$ cat src/rtl/sha256_round_ctrl_if.sv
// Block-input and digest-output handshake between the SHA-256 round controller and its
// producer/consumer. The controller side uses the slave modport.
interface sha256_round_ctrl_if;
  logic blk_valid;
  logic blk_first;
  logic blk_ready;
  logic digest_valid;
  logic digest_ack;

  modport master (
    output blk_valid,
    output blk_first,
    output digest_ack,
    input  blk_ready,
    input  digest_valid
  );

  modport slave (
    input  blk_valid,
    input  blk_first,
    input  digest_ack,
    output blk_ready,
    output digest_valid
  );
endinterface

$ cat src/rtl/sha256_round_ctrl.sv
// SHA-256 compression round controller: IDLE -> INIT -> ROUND x ROUNDS -> UPDATE -> DONE.
// Optional SHA256_CTRL_BLKCNT_EN adds a saturating 16-bit completed-digest counter (blk_cnt).
module sha256_round_ctrl #(
  parameter int unsigned ROUNDS = 64,
  parameter int unsigned TW     = 6
) (
  input  logic                 CLK,
  input  logic                 RST,
  sha256_round_ctrl_if.slave   bus,
  output logic                 w_ld,
  output logic                 ld_init,
  output logic                 sel_iv,
  output logic                 hash_iv,
  output logic                 rnd_en,
  output logic [TW-1:0]        t,
  output logic                 hash_upd,
  output logic                 busy
`ifdef SHA256_CTRL_BLKCNT_EN
  ,
  output logic [15:0]          blk_cnt
`endif
);

  localparam logic [TW-1:0] TLast = TW'(ROUNDS - 1);

  typedef enum logic [2:0] {
    StIdle,
    StInit,
    StRound,
    StUpdate,
    StDone
  } state_e;

  state_e          state_q, state_d;
  logic            first_q, first_d;
  logic [TW-1:0]   t_q, t_d;

  always_ff @(posedge CLK or posedge RST) begin
    if (RST) begin
      state_q <= StIdle;
      first_q <= 1'b0;
      t_q     <= '0;
    end else begin
      state_q <= state_d;
      first_q <= first_d;
      t_q     <= t_d;
    end
  end

  always_comb begin
    state_d          = state_q;
    first_d          = first_q;
    t_d              = t_q;
    w_ld             = 1'b0;
    ld_init          = 1'b0;
    sel_iv           = 1'b0;
    hash_iv          = 1'b0;
    rnd_en           = 1'b0;
    hash_upd         = 1'b0;
    bus.blk_ready    = 1'b0;
    bus.digest_valid = 1'b0;

    unique case (state_q)
      StIdle: begin
        bus.blk_ready = 1'b1;
        // w_ld is combinational from blk_valid, so it must be masked while reset is held
        if (bus.blk_valid && !RST) begin
          w_ld    = 1'b1;
          first_d = bus.blk_first;
          state_d = StInit;
        end
      end
      StInit: begin
        ld_init = 1'b1;
        sel_iv  = first_q;
        hash_iv = first_q;
        t_d     = '0;
        state_d = StRound;
      end
      StRound: begin
        rnd_en = 1'b1;
        // t parks on the last index rather than wrapping
        if (t_q == TLast) begin
          state_d = StUpdate;
        end else begin
          t_d = t_q + TW'(1);
        end
      end
      StUpdate: begin
        hash_upd = 1'b1;
        state_d  = StDone;
      end
      StDone: begin
        bus.digest_valid = 1'b1;
        if (bus.digest_ack) begin
          state_d = StIdle;
        end
      end
      default: begin
        state_d = StIdle;
      end
    endcase
  end

  assign t    = t_q;
  assign busy = (state_q != StIdle);

`ifdef SHA256_CTRL_BLKCNT_EN
  logic [15:0] blk_cnt_q;

  always_ff @(posedge CLK or posedge RST) begin
    if (RST) begin
      blk_cnt_q <= '0;
    end else if (bus.digest_valid && bus.digest_ack && (blk_cnt_q != 16'hFFFF)) begin
      blk_cnt_q <= blk_cnt_q + 16'd1;
    end
  end

  assign blk_cnt = blk_cnt_q;
`else
  // No completed-digest counter in this build.
`endif

endmodule

$ cat src/flat_wrapper.sv
// flat-port wrapper written by rule: the top's interface ports become plain ports
module sha256_round_ctrl_flat 
#(
  parameter int unsigned ROUNDS = 64,
  parameter int unsigned TW     = 6
)
  (CLK, RST, w_ld, ld_init, sel_iv, hash_iv, rnd_en, t, hash_upd, busy, bus_blk_valid, bus_blk_first, bus_digest_ack, bus_blk_ready, bus_digest_valid);
  sha256_round_ctrl_if bus_i ();
  input  logic CLK;
  input  logic RST;
  output logic w_ld;
  output logic ld_init;
  output logic sel_iv;
  output logic hash_iv;
  output logic rnd_en;
  output logic [TW-1:0] t;
  output logic hash_upd;
  output logic busy;
  input wire logic [$bits(bus_i.blk_valid)-1:0] bus_blk_valid;
  input wire logic [$bits(bus_i.blk_first)-1:0] bus_blk_first;
  input wire logic [$bits(bus_i.digest_ack)-1:0] bus_digest_ack;
  output wire logic [$bits(bus_i.blk_ready)-1:0] bus_blk_ready;
  output wire logic [$bits(bus_i.digest_valid)-1:0] bus_digest_valid;
  assign bus_i.blk_valid = bus_blk_valid;
  assign bus_i.blk_first = bus_blk_first;
  assign bus_i.digest_ack = bus_digest_ack;
  assign bus_blk_ready = bus_i.blk_ready;
  assign bus_digest_valid = bus_i.digest_valid;
  sha256_round_ctrl #(.ROUNDS(ROUNDS), .TW(TW)) u_core (.CLK(CLK), .RST(RST), .bus(bus_i), .w_ld(w_ld), .ld_init(ld_init), .sel_iv(sel_iv), .hash_iv(hash_iv), .rnd_en(rnd_en), .t(t), .hash_upd(hash_upd), .busy(busy));
endmodule
$ cat config.mk
export PLATFORM = sky130hd
export DESIGN_NAME = sha256_round_ctrl_flat
export DESIGN_NICKNAME = d
export VERILOG_FILES = /design/src/rtl/sha256_round_ctrl_if.sv /design/src/rtl/sha256_round_ctrl.sv /design/src/flat_wrapper.sv
export SDC_FILE = /design/constraint.sdc
export NUM_CORES = 1
export LEC_CHECK = 0
export CORE_ASPECT_RATIO = 0.9
export CORE_MARGIN = 2
export CORE_UTILIZATION = 38
export CTS_CLUSTER_DIAMETER = 60
export CTS_CLUSTER_SIZE = 8
export DETAILED_ROUTE_END_ITERATION = 10
export PLACE_DENSITY_LB_ADDON = 0.25
export SYNTH_ARGS = -nofsm -noshare
export SYNTH_HDL_FRONTEND = slang
export SYNTH_SLANG_ARGS = --single-unit
$ cat constraint.sdc
create_clock -name CLK -period 1.6 [get_ports CLK]
set_input_delay 0.24 -clock CLK [delete_from_list [all_inputs] [get_ports CLK]]
set_output_delay 0.24 -clock CLK [all_outputs]
set_load 0.05 [all_outputs]
After elaboration in Yosys (flattened, before gate mapping)
Index checks and enable logic that the tools add are counted.

word-level totals
  memory bits (read-only) = 0
  input bits = 5
  register bits = 10
  bits in latches = 0
  output and inout port bits = 15
  bits in writable memories = 0
  logic and storage cells = 35
  memories kept = 0

cells by class
  reduce and logical (&&, ||, !) cells = 8
  equality and inequality tests = 9
  multipliers = 0
  order comparisons = 0
  mux-type cells = 14
  shift-type cells = 0
  bitwise operators = 0
  add/sub/neg operators = 1
  div/mod/pow operators = 0

operators with widths
  kind                   number
  $pmux W3 S5            1
  $pmux W6 S2            1
  $mux W3                3
  $mux W1                8
  $add A6 B1 Y6 const B  1
  $eq A3 B2 Y1 const B   2
  $eq A6 B6 Y1 const B   1
  $mux W6                1
  $ne A2 B1 Y1 const B   2
  $ne A2 B2 Y1 const B   2
  $reduce_and A2 Y1      2
  $eq A3 B1 Y1 const B   1
  $eq A3 B3 Y1 const B   1
  $logic_not A3 Y1       1
  $reduce_and A3 Y1      1
  $reduce_bool A3 Y1     1
  $reduce_bool A2 Y1     1
  $logic_and A1 B1 Y1    1
  $logic_not A1 Y1       1

Logic depth before layout (Yosys ltp)
Gate-level depths: netlist (run 1).

  depth after elaboration = 4
  depth in mapped cells = 5
  gate-level depth less buffers = 4

Worst setup path before layout (run 1)
OpenSTA, ideal clock, no wires.

  path kind = reg-to-reg
  start point = register u_core.state_q[1]
  end point = register u_core.first_q
  cell stages (with the launch flop) = 5
  required time = 1475 ps
  setup slack = -903 ps
  arrival time = 2378 ps
  setup time = 125 ps
  path through = dfrtp_1 > or3_2 > inv_1 > and3_1 > mux2_2

between the ends
  cells in the longest elaborated chain, start to end = 2

RTL lines
  item                                line                     source
  start, declared                     sha256_round_ctrl.sv:34  state_e state_q, state_d;
  start signal, assigned              sha256_round_ctrl.sv:40  state_q <= StIdle;
  start signal, assigned              sha256_round_ctrl.sv:44  state_q <= state_d;
  $logic_not A3 Y1                    sha256_round_ctrl.sv:63  unique case (state_q)
  $reduce_and A2 Y1 (no source line)  --
  end signal, assigned                sha256_round_ctrl.sv:45  first_q <= first_d;
  end, declared                       sha256_round_ctrl.sv:35  logic first_q, first_d;

No other way between the ends.
A chain may end at the register's enable or synchronous reset.

Worst setup path in the final report (run 1)
  start point = register u_core.state_q[2]
  end point = output sel_iv

between the ends
  cells in the longest elaborated chain, start to end = 2

RTL lines
  item           line                     source
  $eq A3 B1 Y1   sha256_round_ctrl.sv:63
  $mux W1        sha256_round_ctrl.sv:63
  end, declared  flat_wrapper.sv:13       output logic sel_iv;

No other way between the ends.

==> results of run 1 <==
[where the power goes]
part           leakage, nW  switching [mW]  internal, mW
registers            0.127           0.160         0.355
clock network       0.0150          0.0879        0.0966
logic                0.423           0.840         0.805
[placed cells by master, fill, tap and decap left out, types with 3 or more instances in the layout]
cell type / count
a21oi_1: 3
clkbuf_4: 3
buf_12: 12
buf_4: 21
nor3_1: 3
nand2_1: 7
inv_1: 3
nand3_1: 3
dfrtp_1: 8
clkdlybuf4s50_1: 4
[final timing paths]
check / startpoint / endpoint / slack [ns] / depth (start not counted)
worst max-delay path: u_core.state_q[2] / sel_iv / -0.16 / 4
worst min-delay path: RST / u_core.first_q / 0.31 / 3
worst max register to register: u_core.state_q[2] / u_core.t[3] / -0.15 / 5
worst min register to register: u_core.first_q / u_core.first_q / 0.52 / 1
max in group asynchronous: RST / u_core.t[0] / 1.13 / 3
min in group CLK: u_core.first_q / u_core.first_q / 0.52 / 1
[routing by layer]
| metal | up-vias | share of wire |
|---|---|---|
| met4 | 0 | 0.0063 |
| met2 | 15 | 0.52 |
| met1 | 300 | 0.43 |
| li1 | 307 | - |
| met5 | - | 0 |
| met3 | 2 | 0.046 |
[metrics by stage]
stage,total power [mW],utilization
after floorplan,1.36,-
after global placement,1.98,0.710
after detailed placement,2.01,0.710
after CTS,2.29,0.767
after global routing,2.46,0.794
final,2.34,0.794
[critical path: cells and delay by family, from the launching register on]
kind / cells / cell delay [ns]
buffers and inverters: 2 / 0.23
DFF: 1 / 0.41
and+or+nand+nor: 2 / 0.60
[cell type report]
| class | instances | area, um2 |
|---|---|---|
| tap | 15 | 18.8 |
| sequential | 10 | 253 |
| clock buffer | 4 | 26.3 |
| multi-input combinational | 43 | 320 |
| timing repair buffer | 40 | 475 |
| inverter | 6 | 42.5 |
| fill | 95 | 295 |
[registers in the layout, indices dropped and copies added (netlist names)]
| register | flops |
|---|---|
| u_core.t | 6 |
| u_core.state_q | 3 |
| u_core.first_q | 1 |
[kinds of logic after synthesis]
kind of cell | share of synthesized area
AO/OA/AOI/OAI | 0.161
adder cells (fa/ha/maj) | 0.0217
buffers and inverters | 0.0716
flip-flops | 0.434
multiplexers | 0.0738
AND/OR/NAND/NOR | 0.239
[what timing repair did]
item,in CTS,in global routing
pin swaps,3,0
setup endpoints to repair,9,11
resized for setup,5,3
buffers inserted,5,4
cloned,0,0
==> flow_metrics.tcl, run 1 <==
set metrics [dict create \
    syn_nets 68 \
    dp_cells 105 \
    whs_ns 0.308 \
    worstSkewPairLatency_ns 0.27 \
    final_nets 110 \
    place_congestion 0.769 \
    yosys-top-cells-count "dfrtp_1, nand2_1, inv_1" \
    via_count 624 \
    synth-edff-count 0 \
    clockBufferDepth 2 \
    final_hold_viol_count 0 \
    yosysSeqAreaShare 0.434 \
    drt_iter0_markers 10 \
    gr-usage-all-layers 0.203 \
    max_cap_viol_count 0 \
    clock_sinks 10 \
    stdcell_area_mm2 0.00114 \
    fp-row-count 13 \
    die_h_um 41.0 \
    postSynthAreaPerCell_um2 9.30 \
    yosys.cell_count.top_type "dfrtp_1" \
    synth-seq-cells 10 \
    critPathKind "reg -> out" \
    grt_pass1_wl_um 2520 \
    slowest_stage "or3b_4" \
    cp-end-kind "primary output" \
    critical_path.startpoint_type "flip-flop" \
    syn_inst 62 \
    cts_tree "done" \
    dp_hpwl_um 1130 \
    setup_violations 9 \
    tightest_slew_ns 0.305 \
    wire_per_inst_um 13.4 \
    synth_top_area_frac 0.434 \
    ys.flop_type "dfrtp_1" \
    path_clk_slew_ns 0.06 \
    met1_usage 0.261 \
    grt_use_met3 0.0793 \
    drt_wl_total_um 1580 \
    gr-max-usage-layer "met2" \
    ant_nets 0 \
    ir_worst_vdd_mv 1.27 \
    crit_chain "or3b_4 > clkinvlp_4 > and2_4 > buf_12" \
    hp-class "in -> async" \
    htree_num_levels 1 \
    status "complete, but fails checks" \
    yosysTopAreaCell "dfrtp_1" \
    violations "setup timing" \
    yosys_warnings 0 \
    die_x_um 45.1 \
    async_flop_share 1.00 \
    arrival_ns 1.52 \
    avgViaCountPerCell 5.29 \
    critical_path_required_ns 1.36 \
    start_util 0.403 \
    coreArea_mm2 0.00143 \
    cts-root-buf "clkbuf_4" \
    diodes 0 \
    place_area_mm2 0.00102 \
    grt_pass1_vias 562 \
    maxSlewHeadroom 0.797 \
    skew_ns 0.00325 \
    power.leakage_nw 0.565 \
    dr.pass1.iters 4 \
    syn2layout_area_growth_pct 97.0 \
    grt_overflow_total 0 \
    layout_setup_ws_ns -0.155 \
    grtUsageMet2 0.314 \
    cts_hold_buf 0 \
    rsz0062_at_grt "true" \
    place_ws_ns -0.0291 \
    setup_tns_ns -0.837 \
    cpPeakStageDelay_ns 0.44 \
    synth_area_leaders "dfrtp_1, nand2_1, mux2_2, a21oi_1, mux2i_1" \
    finalCriticalPeriod_ns 1.76 \
    synth_cell_type_count 26 \
    numCtsBuffers 3 \
    instances_no_fill 118 \
    final_max_slew_viol_count 0 \
    syn_area_um2 577 \
    min_period_over_period 1.10 \
    grt_max_degree 11 \
    drc 0 \
    dieArea_mm2 0.00185 \
    port_buffers 19 \
    io_pins 20 \
    fmax_mhz 570 \
    crit_path_max_fanout 4 \
    antenna_found_initial 0 \
    power_density_mw_per_mm2 2060 \
    drive_gt1_frac 0.524 \
]
Power figures use the tool's default switching activity.
==> inputs of run 2 (changes only) <==
Settings changed: MAX_ROUTING_LAYER from default to met4.
==> flow_metrics.tcl, run 2 (synthesis gave the netlist of run 1 again) <==
set metrics [dict create \
    hp-class "in -> async" \
    final_util 0.794 \
    dr.pass1.iters 4 \
    crit_path_max_fanout 4 \
    largest_register_ffs 6 \
    fp-row-count 13 \
    timing.rr.end "u_core.t[3]" \
    grt_max_degree 11 \
    power.net_switching_mw 1.09 \
    clockPowerShare 0.078 \
    wire_per_inst_um 13.4 \
    maxSlewHeadroom 0.797 \
    io_pins 20 \
    r2r_start "u_core.state_q[2]" \
    final-seq-area_um2 253 \
    critical_path_required_ns 1.36 \
    reg2reg_depth 5 \
    path_clk_slew_ns 0.06 \
    clock_sinks 10 \
    max_cap_viol_count 0 \
    rrSetupSlack_ns -0.15 \
    coreArea_mm2 0.00143 \
    cp-endpoint "sel_iv" \
    clockBufferDepth 2 \
    antenna_found_initial 0 \
    final_nets 110 \
    skew_ns 0.00304 \
    dieArea_mm2 0.00185 \
    pwr-share-comb 0.702 \
    cts-root-buf "clkbuf_4" \
    crit_start "u_core.state_q[2]" \
    diodes 0 \
    via_count 629 \
    min_period_over_period 1.10 \
    multi_input_area_um2 320 \
    grt_pass1_wl_um 2530 \
    status "complete, but fails checks" \
    tightest_slew_ns 0.305 \
    worstSkewPairLatency_ns 0.27 \
    die_x_um 45.1 \
    dp_hpwl_um 1130 \
    numCtsBuffers 3 \
    critical_path.startpoint_type "flip-flop" \
    ir_worst_vdd_mv 1.27 \
    layout_setup_ws_ns -0.156 \
    fmax_mhz 569 \
    final_max_slew_viol_count 0 \
    mostFrequentLayoutCells "buf_4, buf_12, dfrtp_1, nand2_1, clkdlybuf4s50_1" \
    grt_pass1_vias 556 \
    final_common_cell "buf_4" \
    ant_nets 0 \
    arrival_ns 1.52 \
    setup_violations 9 \
    grt_overflow_total 0 \
    power_density_mw_per_mm2 2060 \
    place_congestion 0.779 \
    whs_ns 0.311 \
    start_util 0.403 \
    violations "setup timing" \
    p_int_mw 1.26 \
    rsz0062_at_grt "true" \
    die_h_um 41.0 \
    drc 0 \
    htree_num_levels 1 \
    p_sw_frac 0.464 \
    drive_gt1_frac 0.524 \
    cts_tree "done" \
    avgViaCountPerCell 5.33 \
    pwr-share-seq 0.220 \
    syn2layout_area_growth_pct 97.0 \
    finalCriticalPeriod_ns 1.76 \
    power.leakage_nw 0.565 \
    port_buffers 19 \
    final_hold_viol_count 0 \
    drt_iter0_markers 13 \
    fill_cells 95 \
    drt_wl_total_um 1580 \
    critPathKind "reg -> out" \
    gr-usage-all-layers 0.212 \
    cp-end-kind "primary output" \
]
[run 2: cell counts in the layout (fill, tap and decap cells not counted)]
No cell type changed its count.
[run 2: critical path, stage by stage, from the launching register on]
cell and delay (ns):
dfrtp_1 0.41, or3b_4 0.44, clkinvlp_4 0.10, and2_4 0.16, buf_12 0.13
[run 2: layout make-up]
class / instances / area share
Clock buffer: 4 / 0.0231
Inverter: 6 / 0.0374
Multi-Input combinational cell: 43 / 0.282
Sequential cell: 10 / 0.222
Tap cell: 15 / 0.0165
Timing Repair Buffer: 40 / 0.419
[run 2: per-stage QoR]
| step | instance area (um2) | setup slack [ns] | total power [mW] | std cells | setup TNS (ns) |
|---|---|---|---|---|---|
| after floorplan | 647 | -0.323 | 1.36 | 62 | -0.868 |
| after global placement | 1020 | -0.00342 | 1.98 | 105 | -0.00342 |
| after detailed placement | 1020 | -0.0291 | 2.01 | 105 | -0.0649 |
| after CTS | 1100 | -0.152 | 2.29 | 114 | -0.724 |
| after global routing | 1140 | -0.218 | 2.47 | 118 | -1.30 |
| final | 1140 | -0.156 | 2.34 | 118 | -0.835 |
[run 2: timing repair]
| action | 4_1_cts | 5_1_grt |
|---|---|---|
| setup buffers | 5 | 4 |
| hold buffers | 0 | 0 |
| setup endpoints to repair | 9 | 11 |
| pin swaps | 3 | 0 |
| resized for setup | 5 | 3 |
[run 2: power by group through the flow]
stage / Clock [mW] / Combinational (mW) / Sequential (mW)
2_1_floorplan: 0 / 0.668 / 0.690
5_1_grt: 0.208 / 1.73 / 0.533
3_5_place_dp: 0 / 1.49 / 0.516
6_report: 0.183 / 1.65 / 0.515
3_3_place_gp: 0 / 1.47 / 0.508
4_1_cts: 0.192 / 1.58 / 0.512
[run 2: metal layers]
layer / wire length (um) / track usage
met5: 0 / -
met4: 28 / 0.0662
met3: 73 / 0.0925
met2: 801 / 0.314
met1: 678 / 0.261
[run 2: how the worst min path moves through the flow]
stage | start | endpoint | slack (ns) | depth (start not counted)
6_report | RST | u_core.first_q | 0.31 | 3
5_1_grt | RST | u_core.first_q | 0.32 | 3
3_3_place_gp | u_core.state_q[0] | u_core.state_q[0] | 0.49 | 1
3_5_place_dp | u_core.state_q[2] | u_core.state_q[0] | 0.51 | 1
4_1_cts | RST | u_core.first_q | 0.31 | 3
2_1_floorplan | RST | u_core.first_q | 0.09 | 1
==> inputs of run 3 (changes only) <==
Settings changed: ABC_AREA from default to 1, CORE_UTILIZATION 38 to 39.
==> flow_metrics.tcl, run 3 <==
set metrics [dict create \
    path_clk_slew_ns 0.08 \
    timing.rr.end "u_core.t[0]" \
    path_common_cell "nor2_4" \
    grt_overflow_total 0 \
    arrival_ns 1.33 \
    hp-class "in -> async" \
    die_h_um 41.9 \
    final_hold_viol_count 0 \
    yosysSeqAreaShare 0.402 \
    synth_top_area_frac 0.402 \
    cp_num_buf_inv 3 \
    rsz0062_at_grt "true" \
    max_cap_viol_count 0 \
    final_util 0.738 \
    cts_hold_buf 0 \
    grt_pass1_vias 535 \
    fp-row-count 13 \
    setup_violations 0 \
    maxSlewHeadroom 0.767 \
    numCtsBuffers 3 \
    avgViaCountPerCell 4.95 \
    skew_ns 0.00733 \
    drive_gt1_frac 0.438 \
    ys.flop_type "dfrtp_1" \
    yosys-top-cells-count "nand2_1, nand3_1, dfrtp_1" \
    syn_inst 76 \
    async_flop_share 1.00 \
    via_count 594 \
    power_density_mw_per_mm2 2210 \
    syn2layout_area_growth_pct 73.5 \
    gr-usage-all-layers 0.188 \
    largest_register_ffs 6 \
    tightest_slew_ns 0.349 \
    pwr-share-comb 0.719 \
    postSynthAreaPerCell_um2 8.20 \
    p_sw_frac 0.496 \
    synth_cell_type_count 20 \
    p_int_mw 1.20 \
    final_max_slew_viol_count 0 \
    r2r_start "u_core.t[1]" \
    critical_path_required_ns 1.36 \
    port_buffers 19 \
    clockPowerShare 0.100 \
    dieArea_mm2 0.00193 \
    cpPeakStageDelay_ns 0.43 \
    setup_tns_ns 0 \
    start_util 0.426 \
    final_nets 112 \
    coreArea_mm2 0.00146 \
    power.leakage_nw 0.522 \
    grt_max_degree 11 \
    syn_area_um2 623 \
    yosysTopAreaCell "dfrtp_1" \
    cp-end-kind "primary output" \
    synth-seq-cells 10 \
    fmax_mhz 636 \
    antenna_found_initial 0 \
    slowest_stage "dfrtp_2" \
    clock_sinks 10 \
    syn_nets 82 \
    reg2reg_depth 5 \
    crit_path_max_fanout 3 \
    rrSetupSlack_ns 0.25 \
    yosys_warnings 0 \
    die_x_um 46.1 \
    drt_wl_total_um 1530 \
    dp_hpwl_um 1130 \
    finalCriticalPeriod_ns 1.57 \
    grt_pass1_wl_um 2550 \
    crit_chain "nor2_4 > inv_4 > nor2_4 > nand3_2 > inv_2 > buf_12" \
    mostFrequentLayoutCells "nand3_1, nand2_1, buf_12, inv_1" \
    synth_area_leaders "dfrtp_1, nand3_1, nand2_1, inv_1, nand3_2" \
    ant_nets 0 \
    cts-root-buf "clkbuf_4" \
    drt_iter0_markers 14 \
    critPathTopFamily "flip-flops" \
    pwr-share-seq 0.182 \
    synth-edff-count 0 \
    critical_path.startpoint_type "flip-flop" \
    critPathKind "reg -> out" \
    place_congestion 0.787 \
    wire_per_inst_um 12.8 \
    dr.pass1.iters 4 \
    status "finished, final reports clean" \
    cts_tree "done" \
    diodes 0 \
    worstSkewPairLatency_ns 0.27 \
    ir_worst_vdd_mv 1.69 \
    min_period_over_period 0.983 \
    htree_num_levels 1 \
    io_pins 20 \
    clockBufferDepth 2 \
    power.net_switching_mw 1.19 \
    drc 0 \
]
## run 3: final cells by class
class / instances / area [um2]
flip-flops and latches: 10 / 253
multi-input cells: 52 / 339
inverters: 13 / 53.8
clock buffers: 4 / 36.3
fillers: 101 / 383
well taps: 15 / 18.8
repair buffers: 26 / 380
## run 3: layer usage
layer / GRT usage / vias to the layer above / share of wire
li1: - / 301 / -
met1: 0.272 / 279 / 0.48
met2: 0.256 / 10 / 0.47
met3: 0.0261 / 4 / 0.026
met4: 0.0857 / 0 / 0.023
met5: - / - / 0
## run 3: logic make-up after synthesis
| kind of cell | Yosys count | share of synthesized area |
|---|---|---|
| AND/OR/NAND/NOR | 46 | 0.412 |
| AO/OA/AOI/OAI | 4 | 0.0623 |
| buffers and inverters | 14 | 0.0904 |
| adder cells (fa/ha/maj) | 1 | 0.0201 |
| flip-flops | 10 | 0.402 |
| XOR/XNOR | 1 | 0.0141 |
## run 3: worst register-to-register path, delay by kind of cell (launching register included)
kind | cells | cell delay [ns]
adders and majority gates | 1 | 0.24
AOI/OAI and AO/OA | 2 | 0.36
DFF | 1 | 0.40
and+or+nand+nor | 2 | 0.27
## run 3: how the worst max path moves through the flow
stage	start	end	cells past startpoint
after floorplan	u_core.state_q[1]	sel_iv	4
after global placement	u_core.state_q[0]	w_ld	6
after detailed placement	u_core.state_q[0]	w_ld	6
after CTS	u_core.state_q[2]	w_ld	6
after global routing	u_core.state_q[0]	w_ld	6
final	u_core.state_q[0]	w_ld	6
## run 3: power groups by stage
stage / sequential [mW] / combinational, mW / clock [mW]
final: 0.434 / 1.72 / 0.238
after global routing: 0.444 / 1.82 / 0.254
after CTS: 0.421 / 1.67 / 0.242
after detailed placement: 0.425 / 1.56 / 0
after global placement: 0.421 / 1.54 / 0
after floorplan: 0.508 / 0.842 / 0
## run 3: timing repair
item	in CTS	in global routing
setup endpoints to repair	4	7
gates resized for setup	0	5
setup buffers	3	1
pin swaps	2	2
## run 3: stage by stage
| step | total power, mW | std cells | instance area [um2] | worst slack (ns) | hold WS (ns) |
|---|---|---|---|---|---|
| after global routing | 2.52 | 120 | 1080 | -0.0353 | 0.375 |
| after CTS | 2.34 | 119 | 1060 | -0.0146 | 0.328 |
| after global placement | 1.96 | 112 | 990 | 0.231 | 0.545 |
| after detailed placement | 1.99 | 112 | 990 | 0.195 | 0.550 |
| final | 2.39 | 120 | 1080 | 0.0277 | 0.314 |
| after floorplan | 1.35 | 76 | 641 | 0.0155 | 0.104 |
